**config.mk**
```make
export PLATFORM = sky130hd
export DESIGN_NAME = vc_arbiter
export DESIGN_NICKNAME = d
export VERILOG_FILES = /design/src/rtl/vc_arbiter_pkg.sv /design/src/rtl/vc_dest_demux.sv /design/src/rtl/vc_arbiter.sv
export SDC_FILE = /design/constraint.sdc
export NUM_CORES = 1
export LEC_CHECK = 0
export CAP_MARGIN = 20
export CORE_AREA = 8 8 53 55
export DETAILED_ROUTE_END_ITERATION = 16
export DIE_AREA = 0 0 61 63
export PLACE_DENSITY = 0.81
export SLEW_MARGIN = 20
export SYNTH_ARGS = -nofsm -noshare
export SYNTH_HDL_FRONTEND = slang
export SYNTH_SLANG_ARGS = --single-unit
```
**constraint.sdc**
```tcl
create_clock -name clk -period 4.45 [get_ports clk]
set_clock_uncertainty 0.15 [all_clocks]
set_input_delay 0.89 -clock clk [delete_from_list [all_inputs] [get_ports clk]]
set_output_delay 0.89 -clock clk [all_outputs]
set_load 0.05 [all_outputs]
```
**src/rtl/vc_arbiter_pkg.sv**
```systemverilog
// vc_arbiter_pkg
// Shared defaults and types for the virtual-channel arbiter slice.
//   DATA_WIDTH_DEF : width of every data word
//   DEST_BIT_DEF   : word bit that selects destination D0 (0) or D1 (1)
//   VC0_BURST_DEF  : max consecutive VC0 pops while VC1 is waiting
//   vc_src_t       : which VC a popped word came from
//   streak_width() : bits needed to count 0..burst inclusive
package vc_arbiter_pkg;

  localparam int DATA_WIDTH_DEF = 6;
  localparam int DEST_BIT_DEF   = 4;
  localparam int VC0_BURST_DEF  = 4;

  typedef enum logic {
    SRC_VC0 = 1'b0,
    SRC_VC1 = 1'b1
  } vc_src_t;

  // The streak counter must be able to hold the burst value itself,
  // because saturation at exactly that value is what hands the grant to VC1.
  function automatic int streak_width(input int burst);
    return (burst < 1) ? 1 : $clog2(burst + 1);
  endfunction

endpackage

```
**src/rtl/vc_dest_demux.sv**
```systemverilog
// vc_dest_demux
// Two-stage capture/push pipeline between the VC FIFOs and the destination
// FIFOs. Stage 1 remembers that a pop happened and from which VC; one cycle
// later the VC read data is valid, is steered by its destination bit and is
// registered onto the matching push strobe and data bus.
// Ports:
//   clk, reset         : clock, asynchronous active-high reset
//   pop_vc0, pop_vc1   : pop strobes issued this cycle by the arbiter
//   data_vc0, data_vc1 : VC FIFO read data (valid the cycle after a pop)
//   push_d0, push_d1   : single-cycle write strobes to D0 / D1
//   data_d0, data_d1   : write data to D0 / D1, held while not pushing
//   busy               : a popped word has not yet been pushed
module vc_dest_demux
  import vc_arbiter_pkg::*;
#(
  parameter int DATA_WIDTH = DATA_WIDTH_DEF,
  parameter int DEST_BIT   = DEST_BIT_DEF
) (
  input  logic                  clk,
  input  logic                  reset,
  input  logic                  pop_vc0,
  input  logic                  pop_vc1,
  input  logic [DATA_WIDTH-1:0] data_vc0,
  input  logic [DATA_WIDTH-1:0] data_vc1,
  output logic                  push_d0,
  output logic                  push_d1,
  output logic [DATA_WIDTH-1:0] data_d0,
  output logic [DATA_WIDTH-1:0] data_d1,
  output logic                  busy
);

  logic                  s1_valid;
  vc_src_t               s1_src;
  logic [DATA_WIDTH-1:0] word;
  logic                  to_d1;

  // The VC FIFO presents the popped word one cycle after the strobe, so the
  // source recorded at the pop edge picks which read bus to look at now.
  assign word  = (s1_src == SRC_VC1) ? data_vc1 : data_vc0;
  assign to_d1 = word[DEST_BIT];

  // Words already in either stage finish even during a stall; only reset
  // discards them. Data buses update only on their own push so they hold
  // the last delivered word otherwise.
  always_ff @(posedge clk or posedge reset) begin
    if (reset) begin
      s1_valid <= 1'b0;
      s1_src   <= SRC_VC0;
      push_d0  <= 1'b0;
      push_d1  <= 1'b0;
      data_d0  <= '0;
      data_d1  <= '0;
    end else begin
      s1_valid <= pop_vc0 | pop_vc1;
      s1_src   <= pop_vc1 ? SRC_VC1 : SRC_VC0;
      push_d0  <= s1_valid & ~to_d1;
      push_d1  <= s1_valid & to_d1;
      if (s1_valid && !to_d1) begin
        data_d0 <= word;
      end
      if (s1_valid && to_d1) begin
        data_d1 <= word;
      end
    end
  end

  assign busy = s1_valid | push_d0 | push_d1;

endmodule

```
**src/rtl/vc_arbiter.sv**
```systemverilog
// vc_arbiter
// Arbitrates two virtual-channel FIFOs (VC0 preferred) into two destination
// FIFOs. VC0 wins unless it has already taken VC0_BURST pops in a row while
// VC1 was waiting, in which case VC1 gets one pop. Any almost-full
// destination stalls all new pops; words already popped still complete.
// Ports:
//   clk, reset                     : clock, asynchronous active-high reset
//   empty_fifo_VC0/VC1             : VC FIFO empty flags
//   data_out_VC0/VC1               : VC FIFO read data
//   almost_full_D0/D1              : destination back-pressure
//   pop_VC0_fifo/pop_VC1_fifo      : read strobes (combinational)
//   push_D0/push_D1                : destination write strobes
//   data_out_D0/data_out_D1        : destination write data
//   idle_out                       : nothing in flight and both VCs empty
module vc_arbiter
  import vc_arbiter_pkg::*;
#(
  parameter int DATA_WIDTH = DATA_WIDTH_DEF,
  parameter int DEST_BIT   = DEST_BIT_DEF,
  parameter int VC0_BURST  = VC0_BURST_DEF
) (
  input  logic                  clk,
  input  logic                  reset,
  input  logic                  empty_fifo_VC0,
  input  logic                  empty_fifo_VC1,
  input  logic [DATA_WIDTH-1:0] data_out_VC0,
  input  logic [DATA_WIDTH-1:0] data_out_VC1,
  input  logic                  almost_full_D0,
  input  logic                  almost_full_D1,
  output logic                  pop_VC0_fifo,
  output logic                  pop_VC1_fifo,
  output logic                  push_D0,
  output logic                  push_D1,
  output logic [DATA_WIDTH-1:0] data_out_D0,
  output logic [DATA_WIDTH-1:0] data_out_D1,
  output logic                  idle_out
);

  localparam int              SW        = streak_width(VC0_BURST);
  localparam logic [SW-1:0]   BURST_MAX = SW'(VC0_BURST);

  logic [SW-1:0] streak;
  logic          stall;
  logic          grant_vc0;
  logic          grant_vc1;
  logic          busy;

  // Grants are combinational so a pop can issue in the very first cycle
  // after reset; reset itself masks them. VC1 is only considered when VC0
  // did not win, which keeps the two strobes mutually exclusive.
  assign stall     = almost_full_D0 | almost_full_D1;
  assign grant_vc0 = ~reset & ~stall & ~empty_fifo_VC0 &
                     (empty_fifo_VC1 | (streak < BURST_MAX));
  assign grant_vc1 = ~reset & ~stall & ~grant_vc0 & ~empty_fifo_VC1;

  assign pop_VC0_fifo = grant_vc0;
  assign pop_VC1_fifo = grant_vc1;

  // The streak only measures how long VC1 has been kept waiting, so it is
  // meaningless (and cleared) whenever VC1 has nothing to send.
  always_ff @(posedge clk or posedge reset) begin
    if (reset) begin
      streak <= '0;
    end else if (empty_fifo_VC1 || grant_vc1) begin
      streak <= '0;
    end else if (grant_vc0 && (streak < BURST_MAX)) begin
      streak <= streak + SW'(1);
    end
  end

  vc_dest_demux #(
    .DATA_WIDTH (DATA_WIDTH),
    .DEST_BIT   (DEST_BIT)
  ) u_demux (
    .clk      (clk),
    .reset    (reset),
    .pop_vc0  (grant_vc0),
    .pop_vc1  (grant_vc1),
    .data_vc0 (data_out_VC0),
    .data_vc1 (data_out_VC1),
    .push_d0  (push_D0),
    .push_d1  (push_D1),
    .data_d0  (data_out_D0),
    .data_d1  (data_out_D1),
    .busy     (busy)
  );

  // Reset forces idle high even if the VC FIFOs still hold words.
  assign idle_out = reset | (~busy & empty_fifo_VC0 & empty_fifo_VC1);

endmodule

```
Word level (Yosys, flattened, before mapping)
Index checks and enable logic that the tools add are counted.

Register bits: 19. Output and inout port bits: 17. Input bits: 18.

Bitwise gates (word level): 22. Order comparisons: 1. Reductions and logical operators: 6. Mux-type cells: 4. Add/subtract/negate cells: 1.

Operator list (number): $and 1x1->1 (9); $not 1->1 (7); $mux 3 (2); $mux 6 (1); $or 1x1->1 (6); $add 3x1->3 const B (1); $logic_and 1x1->1 (3); $lt 3x3->1 const B (1); $reduce_bool 2->1 (1); $logic_not 1->1 (1); $logic_or 1x1->1 (1); $mux 1 (1).

Depth between registers and ports, before layout
Gate-level depths: netlist of run 1.

Depth after elaboration: 10. Depth in mapped cells: 5. Mapped depth without buffers: 3.

By module
Synthesis of run 1 repeated with hierarchy kept, for this count alone.

Cell total of the unflattened synthesis: 64. Area, all modules: 873.3 µm².

Modules (own cells, without submodules): vc_dest_demux (instances 1, area an instance 666.9 µm², sequential area each 400.4 µm², cells an instance 43); vc_arbiter (instances 1, area an instance 206.4 µm², sequential area each 75.1 µm², cells an instance 21).

Worst setup path after synthesis of run 1
No wires, ideal clock.

Path kind: input-to-output. From: input almost_full_D1. To: output pop_VC1_fifo. Buffers on the path: 1. Slack: 0.869 ns. Stages: 3. Arrival: 2.541 ns. Path through: or3_1 -> clkbuf_1 -> nor3_1.

Word-level cells in the longest chain between the ends: 8.

RTL lines: start, declared (RTL line vc_arbiter.sv:29) `input logic almost_full_D1,`; $or 1x1->1 (*) (RTL line vc_arbiter.sv:51) `assign stall = almost_full_D0 | almost_full_D1;`; $not 1->1 (*) (RTL line vc_arbiter.sv:52, vc_arbiter.sv:54); $and 1x1->1 (*) (RTL line vc_arbiter.sv:52, vc_arbiter.sv:54); $and 1x1->1 (2 in series) (RTL line vc_arbiter.sv:52) `assign grant_vc0 = ~reset & ~stall & ~empty_fifo_VC0 &`; $not 1->1 (RTL line vc_arbiter.sv:54) `assign grant_vc1 = ~reset & ~stall & ~grant_vc0 & ~empty_fifo_VC1;`; $and 1x1->1 (*) (2 in series) (RTL line vc_arbiter.sv:54); end, declared (RTL line vc_arbiter.sv:31) `output logic pop_VC1_fifo,`.

Every way passes the cells marked *; elsewhere a longest branch is shown, timed or not.

Worst setup path in the final report of run 1
Same ends and word-level chain as after synthesis.

==> results of run 1 <==
-- through the flow --
| step | std cells | instance area (sq um) | hold WS [ns] | setup WS [ns] | total power (uW) |
|---|---|---|---|---|---|
| after detailed placement | 124 | 1200 | 0.314 | 0.523 | 422 |
| after CTS | 128 | 1230 | 0.343 | 0.511 | 507 |
| after floorplan | 64 | 842 | 0.346 | 0.869 | 344 |
| after global placement | 124 | 1200 | 0.306 | 0.551 | 418 |
| final | 128 | 1230 | 0.342 | 0.527 | 501 |
| after global routing | 128 | 1230 | 0.375 | 0.413 | 522 |
-- kinds of logic (layout without fill, tap and decap cells) --
kind of cell | Yosys count | in the layout | synth area share [%]
flops | 19 | 19 | 56.5
simple gates | 17 | 17 | 10.1
mux | 16 | 16 | 23.5
buf+inv | 6 | 42 | 4.46
compound gates | 5 | 5 | 4.01
fa+ha+maj | 1 | 1 | 1.49
-- synthesized netlist by cell type --
| library cell | number |
|---|---|
| nor2b_1 | 1 |
| o41ai_1 | 1 |
| dfrtp_1 | 19 |
| nand2b_1 | 2 |
| or3_1 | 1 |
| nand3b_1 | 1 |
| nand3_1 | 1 |
| inv_1 | 3 |
| and2_1 | 1 |
| mux2i_1 | 1 |
| nand2_1 | 4 |
| a32o_1 | 1 |
| nor2_1 | 3 |
| mux2_4 | 5 |
| clkbuf_1 | 1 |
| mux2_2 | 10 |
| nor3_1 | 3 |
| a21oi_1 | 3 |
| buf_6 | 2 |
| ha_1 | 1 |
-- layout by cell type (no fill, tap or decap) --
cell / n
or3_1: 1
clkbuf_4: 3
clkinv_2: 1
and2_1: 1
a32o_1: 1
nor2b_1: 1
buf_4: 1
clkdlybuf4s50_1: 34
inv_1: 3
dfrtp_1: 19
nand2b_1: 2
nor3_1: 3
nand3b_1: 1
o41ai_1: 1
mux2i_1: 1
nor2_1: 3
mux2_4: 5
nand3_1: 1
ha_1: 1
a21oi_1: 3
mux2_2: 10
nand2_1: 4
-- layer usage --
metal	vias up	GRT usage (%)	part of all wire (%)
li1	291	-	-
met1	308	11.0	41
met2	16	18.5	53
met3	0	3.50	6.1
met4	0	3.50	0
met5	-	0	0
-- sequential cells by signal, indices dropped and copies added (netlist names) --
register          count
u_demux.s1_src        1
u_demux.s1_valid      1
u_demux.push_d1       1
streak                3
u_demux.push_d0       1
u_demux.data_d1       6
u_demux.data_d0       6
-- worst paths after layout --
| check | start | to | slack [ns] |
|---|---|---|---|
| worst min register to register | u_demux.data_d1[4] | u_demux.data_d1[4] | 0.34 |
| worst max register to register | u_demux.s1_src | u_demux.data_d1[1] | 2.65 |
| worst min-delay path | u_demux.data_d1[4] | u_demux.data_d1[4] | 0.34 |
| max in group asynchronous | reset | u_demux.data_d0[2] | 3.11 |
| min in group asynchronous | reset | streak[2] | 0.85 |
| worst max-delay path | almost_full_D1 | pop_VC1_fifo | 0.53 |
-- critical path, cell delays in order --
cell	delay, ns
clkdlybuf4s50_1	0.41
or3_1	0.48
nor3_1	0.25
clkdlybuf4s50_1	0.85
-- power by group --
part           internal [uW]  switching, uW  leakage [uW]
logic                   83.3            122      0.000292
registers                198           13.7      0.000241
clock network           33.4           51.4     0.0000177
total                    314            187      0.000551
-- cell type report --
cell class              instances  area, sq um
multi-input cells              39          329
repair buffers                 35          348
clock buffers                   3         22.5
flip-flops and latches         19          475
well taps                      28         35.0
inverters                       3         11.3
fillers                       183          837
clock inverters                 1         5.00
==> flow_summary.json, run 1 <==
{
  "outcome": "complete, no violations",
  "drc": 0,
  "syn_avg_cell_area_sq_um": 13.2,
  "fp.dieW_um": 61,
  "postCtsSetupBuffers": 0,
  "ys_seq_elements": 19,
  "timing.fmax_mhz": 255,
  "p_per_area_nw_per_um2": 409,
  "area_growth_pct": 45.6,
  "cp-start-kind": "primary input",
  "slew_viol_final": 0,
  "antenna_cells": 0,
  "critical_path_required_ns": 3.41,
  "cts.htree.levels": 1,
  "cts-root-buf": "clkbuf_4",
  "antenna_found_initial": 0,
  "end_kind": "primary output",
  "netlist_instances": 64,
  "worst-setup-path-type": "in2out",
  "core.rowCount": 17,
  "ys_warn_count": 0,
  "synth_area_sq_um": 842,
  "gp_congestion": 0.714,
  "grt_util_all_layers_pct": 10.5,
  "finalCriticalPeriod_ns": 3.92,
  "dpl.hpwl_mm": 1.51,
  "postRouteAntennaNets": 0,
  "post-route-period-util_pct": 88.1,
  "fin_setup_tns_ns": 0,
  "clkLatencyLatePin_ns": 0.29,
  "final_util_pct": 59.4,
  "crit_arrival_ns": 2.88,
  "maxSlewHeadroom_pct": 65.3,
  "avgRoutedWirePerCell_um": 14.6,
  "vdd_drop_max_mv": 0.225,
  "whs_path_depth": 1,
  "wirelength_mm": 1.87,
  "cts_hold_buf": 0,
  "firstDrtPassIters": 4,
  "boundaryPins": 35,
  "setup_viol": 0,
  "cap_viol_max_count": 0,
  "cts_sinks": 19,
  "tightest_slew_ns": 0.519,
  "vias_per_cell": 4.80,
  "synth_area_leaders": "dfrtp_1 56%, mux2_2 13%, mux2_4 8.9%, buf_6 2.7%, a21oi_1 1.8%",
  "drive_gt1_share_pct": 20.0,
  "cts_tree": "built",
  "r2r_cells": 3,
  "grt_pass1_vias": 699,
  "dieArea_sq_um": 3840,
  "syn_nets": 83,
  "rsz0062_at_grt": "no",
  "ys_seq_area_share_pct": 56.5,
  "synth_top_area_cell": "dfrtp_1",
  "cts_buffer_depth": 2,
  "grt-ovfl-total": 0,
  "crit_path_max_fanout": 7,
  "cts_resized": 0,
  "die_y_um": 63,
  "grt_pass1_wl_mm": 3.16,
  "clk_pin_slew_worst_paths_ns": 0.10,
  "nets": 120,
  "core_region_area_sq_um": 2060,
  "grt_max_degree": 20,
  "first_iter_violations": 7,
  "hold_class": "reg2reg",
  "io_buffers": 34,
  "p_leak_uw": 0.000551,
  "initial_utilization_pct": 40.8,
  "synth_cell_types": 20,
  "numCtsBuffers": 3,
  "vias": 615,
  "synth_top_area_share_pct": 56.5,
  "finalHoldViolations": 0
}
No activity file was read; power rests on OpenSTA's default activity.
==> inputs of run 2 (changes only) <==
--- a/config.mk
+++ b/config.mk
@@ -6,9 +6,9 @@
 export NUM_CORES = 1
 export LEC_CHECK = 0
 export CAP_MARGIN = 20
-export CORE_AREA = 8 8 53 55
+export CORE_AREA = 2 2 47 49
 export DETAILED_ROUTE_END_ITERATION = 16
-export DIE_AREA = 0 0 61 63
+export DIE_AREA = 0 0 49 51
 export PLACE_DENSITY = 0.81
 export SLEW_MARGIN = 20
 export SYNTH_ARGS = -nofsm -noshare
==> run 2 against run 1 <==
  * Flip-flop and latch count unchanged
  * Count of clock-buffer cells in the layout did not move
  * First-iteration DRC count rose by 14%
  * Critical path type unchanged
  * Critical path depth did not move
==> flow_summary.json, run 2 (synthesized netlist as in run 1, its figures left out) <==
{
  "grt_util_all_layers_pct": 14.6,
  "p_leak_uw": 0.000551,
  "grt-ovfl-total": 0,
  "r2r_cells": 3,
  "maxSlewHeadroom_pct": 66.5,
  "fin_setup_tns_ns": 0,
  "initial_utilization_pct": 40.8,
  "end_kind": "primary output",
  "cts-root-buf": "clkbuf_4",
  "cts_buffer_depth": 2,
  "postCtsSetupBuffers": 0,
  "vdd_drop_max_mv": 0.269,
  "outcome": "complete, no violations",
  "die_y_um": 51,
  "cp-start-kind": "primary input",
  "setup_viol": 0,
  "rsz0062_at_grt": "no",
  "firstDrtPassIters": 2,
  "nFillCells": 186,
  "antenna_found_initial": 0,
  "cap_viol_max_count": 0,
  "cts_hold_buf": 0,
  "cts.htree.levels": 1,
  "slew_viol_final": 0,
  "antenna_cells": 0,
  "clkLatencyLatePin_ns": 0.29,
  "dpl.hpwl_mm": 1.33,
  "io_buffers": 34,
  "first_iter_violations": 8,
  "area_growth_pct": 45.6,
  "crit_start": "almost_full_D1",
  "tightest_slew_ns": 0.501,
  "postRouteAntennaNets": 0,
  "grt_pass1_vias": 599,
  "vias_per_cell": 4.78,
  "timing.rr.end": "u_demux.data_d1[0]",
  "fp.dieW_um": 49,
  "cts_resized": 0,
  "dieArea_sq_um": 2500,
  "finalCriticalPeriod_ns": 3.92,
  "worstSetupEndpoint": "pop_VC1_fifo",
  "grt_max_degree": 20,
  "crit_path_max_fanout": 7,
  "total_power_uw": 502,
  "clk_pin_slew_worst_paths_ns": 0.11,
  "p_per_area_nw_per_um2": 409,
  "numCtsBuffers": 3,
  "post-route-period-util_pct": 88.2,
  "layout_commonest_cell": "clkdlybuf4s50_1",
  "layout.cells.most_common_list": "34 x clkdlybuf4s50_1, 19 x dfrtp_1, 10 x mux2_2, 5 x mux2_4, 4 x nand2_1",
  "critical_path_required_ns": 3.41,
  "core_region_area_sq_um": 2060,
  "crit_arrival_ns": 2.88,
  "gp_congestion": 0.688,
  "grt_pass1_wl_mm": 2.73,
  "reg_top3": "u_demux.data_d0 (6), u_demux.data_d1 (6), streak (3)",
  "cts_sinks": 19,
  "wirelength_mm": 1.69,
  "drc": 0,
  "hold_class": "reg2reg",
  "drive_gt1_share_pct": 20.0,
  "nets": 120,
  "regToRegSetupSlack_ns": 2.65,
  "finalHoldViolations": 0,
  "timing.rr.start": "u_demux.s1_src",
  "core.rowCount": 17,
  "boundaryPins": 35,
  "worst-setup-path-type": "in2out",
  "timing.fmax_mhz": 255,
  "cts_tree": "built",
  "whs_path_depth": 1,
  "avgRoutedWirePerCell_um": 13.2,
  "vias": 612
}
## run 2: cell counts in the layout (fill, tap and decap cells not counted)
Identical to the previous run, type by type.
## run 2: layout make-up
type	count	area [sq um]	share of cell area, %
flip-flops and latches	19	475	38.8
inverters	3	11.3	0.918
multi-input cells	39	329	26.8
well taps	28	35.0	2.86
clock inverters	1	5.00	0.408
repair buffers	35	348	28.4
clock buffers	3	22.5	1.84
## run 2: stage by stage
stage | hold slack (ns) | util (%) | instance area (sq um) | setup WS, ns | std cells
global route | 0.377 | 59.4 | 1230 | 0.392 | 128
floorplan | 0.346 | - | 842 | 0.869 | 64
global placement | 0.302 | 58.1 | 1200 | 0.556 | 124
CTS | 0.353 | 59.4 | 1230 | 0.513 | 128
finish | 0.355 | 59.4 | 1230 | 0.526 | 128
detailed placement | 0.327 | 58.1 | 1200 | 0.530 | 124
## run 2: how the worst min path moves through the flow
stage / startpoint / endpoint / slack, ns
finish: u_demux.data_d0[4] / u_demux.data_d0[4] / 0.35
global route: u_demux.data_d0[4] / u_demux.data_d0[4] / 0.38
CTS: u_demux.data_d0[4] / u_demux.data_d0[4] / 0.35
detailed placement: u_demux.data_d0[4] / u_demux.data_d0[4] / 0.33
global placement: u_demux.data_d1[4] / u_demux.data_d1[4] / 0.30
floorplan: streak[1] / streak[1] / 0.35
## run 2: layer usage
layer	track usage [%]	wire, um
met5	0	0
met4	5.71	12
met3	3.22	63
met2	26.9	919
met1	16.5	692
## run 2: report_power, final
part           switching, uW  internal, uW  leakage [uW]  total [uW]
Clock                   53.8          33.4     0.0000177        87.2
Sequential              13.5           198      0.000241         211
Combinational            120          83.3      0.000292         204
Total                    187           314      0.000551         502
## run 2: critical path: stages
cell	delay, ns
clkdlybuf4s50_1	0.41
or3_1	0.48
nor3_1	0.26
clkdlybuf4s50_1	0.85
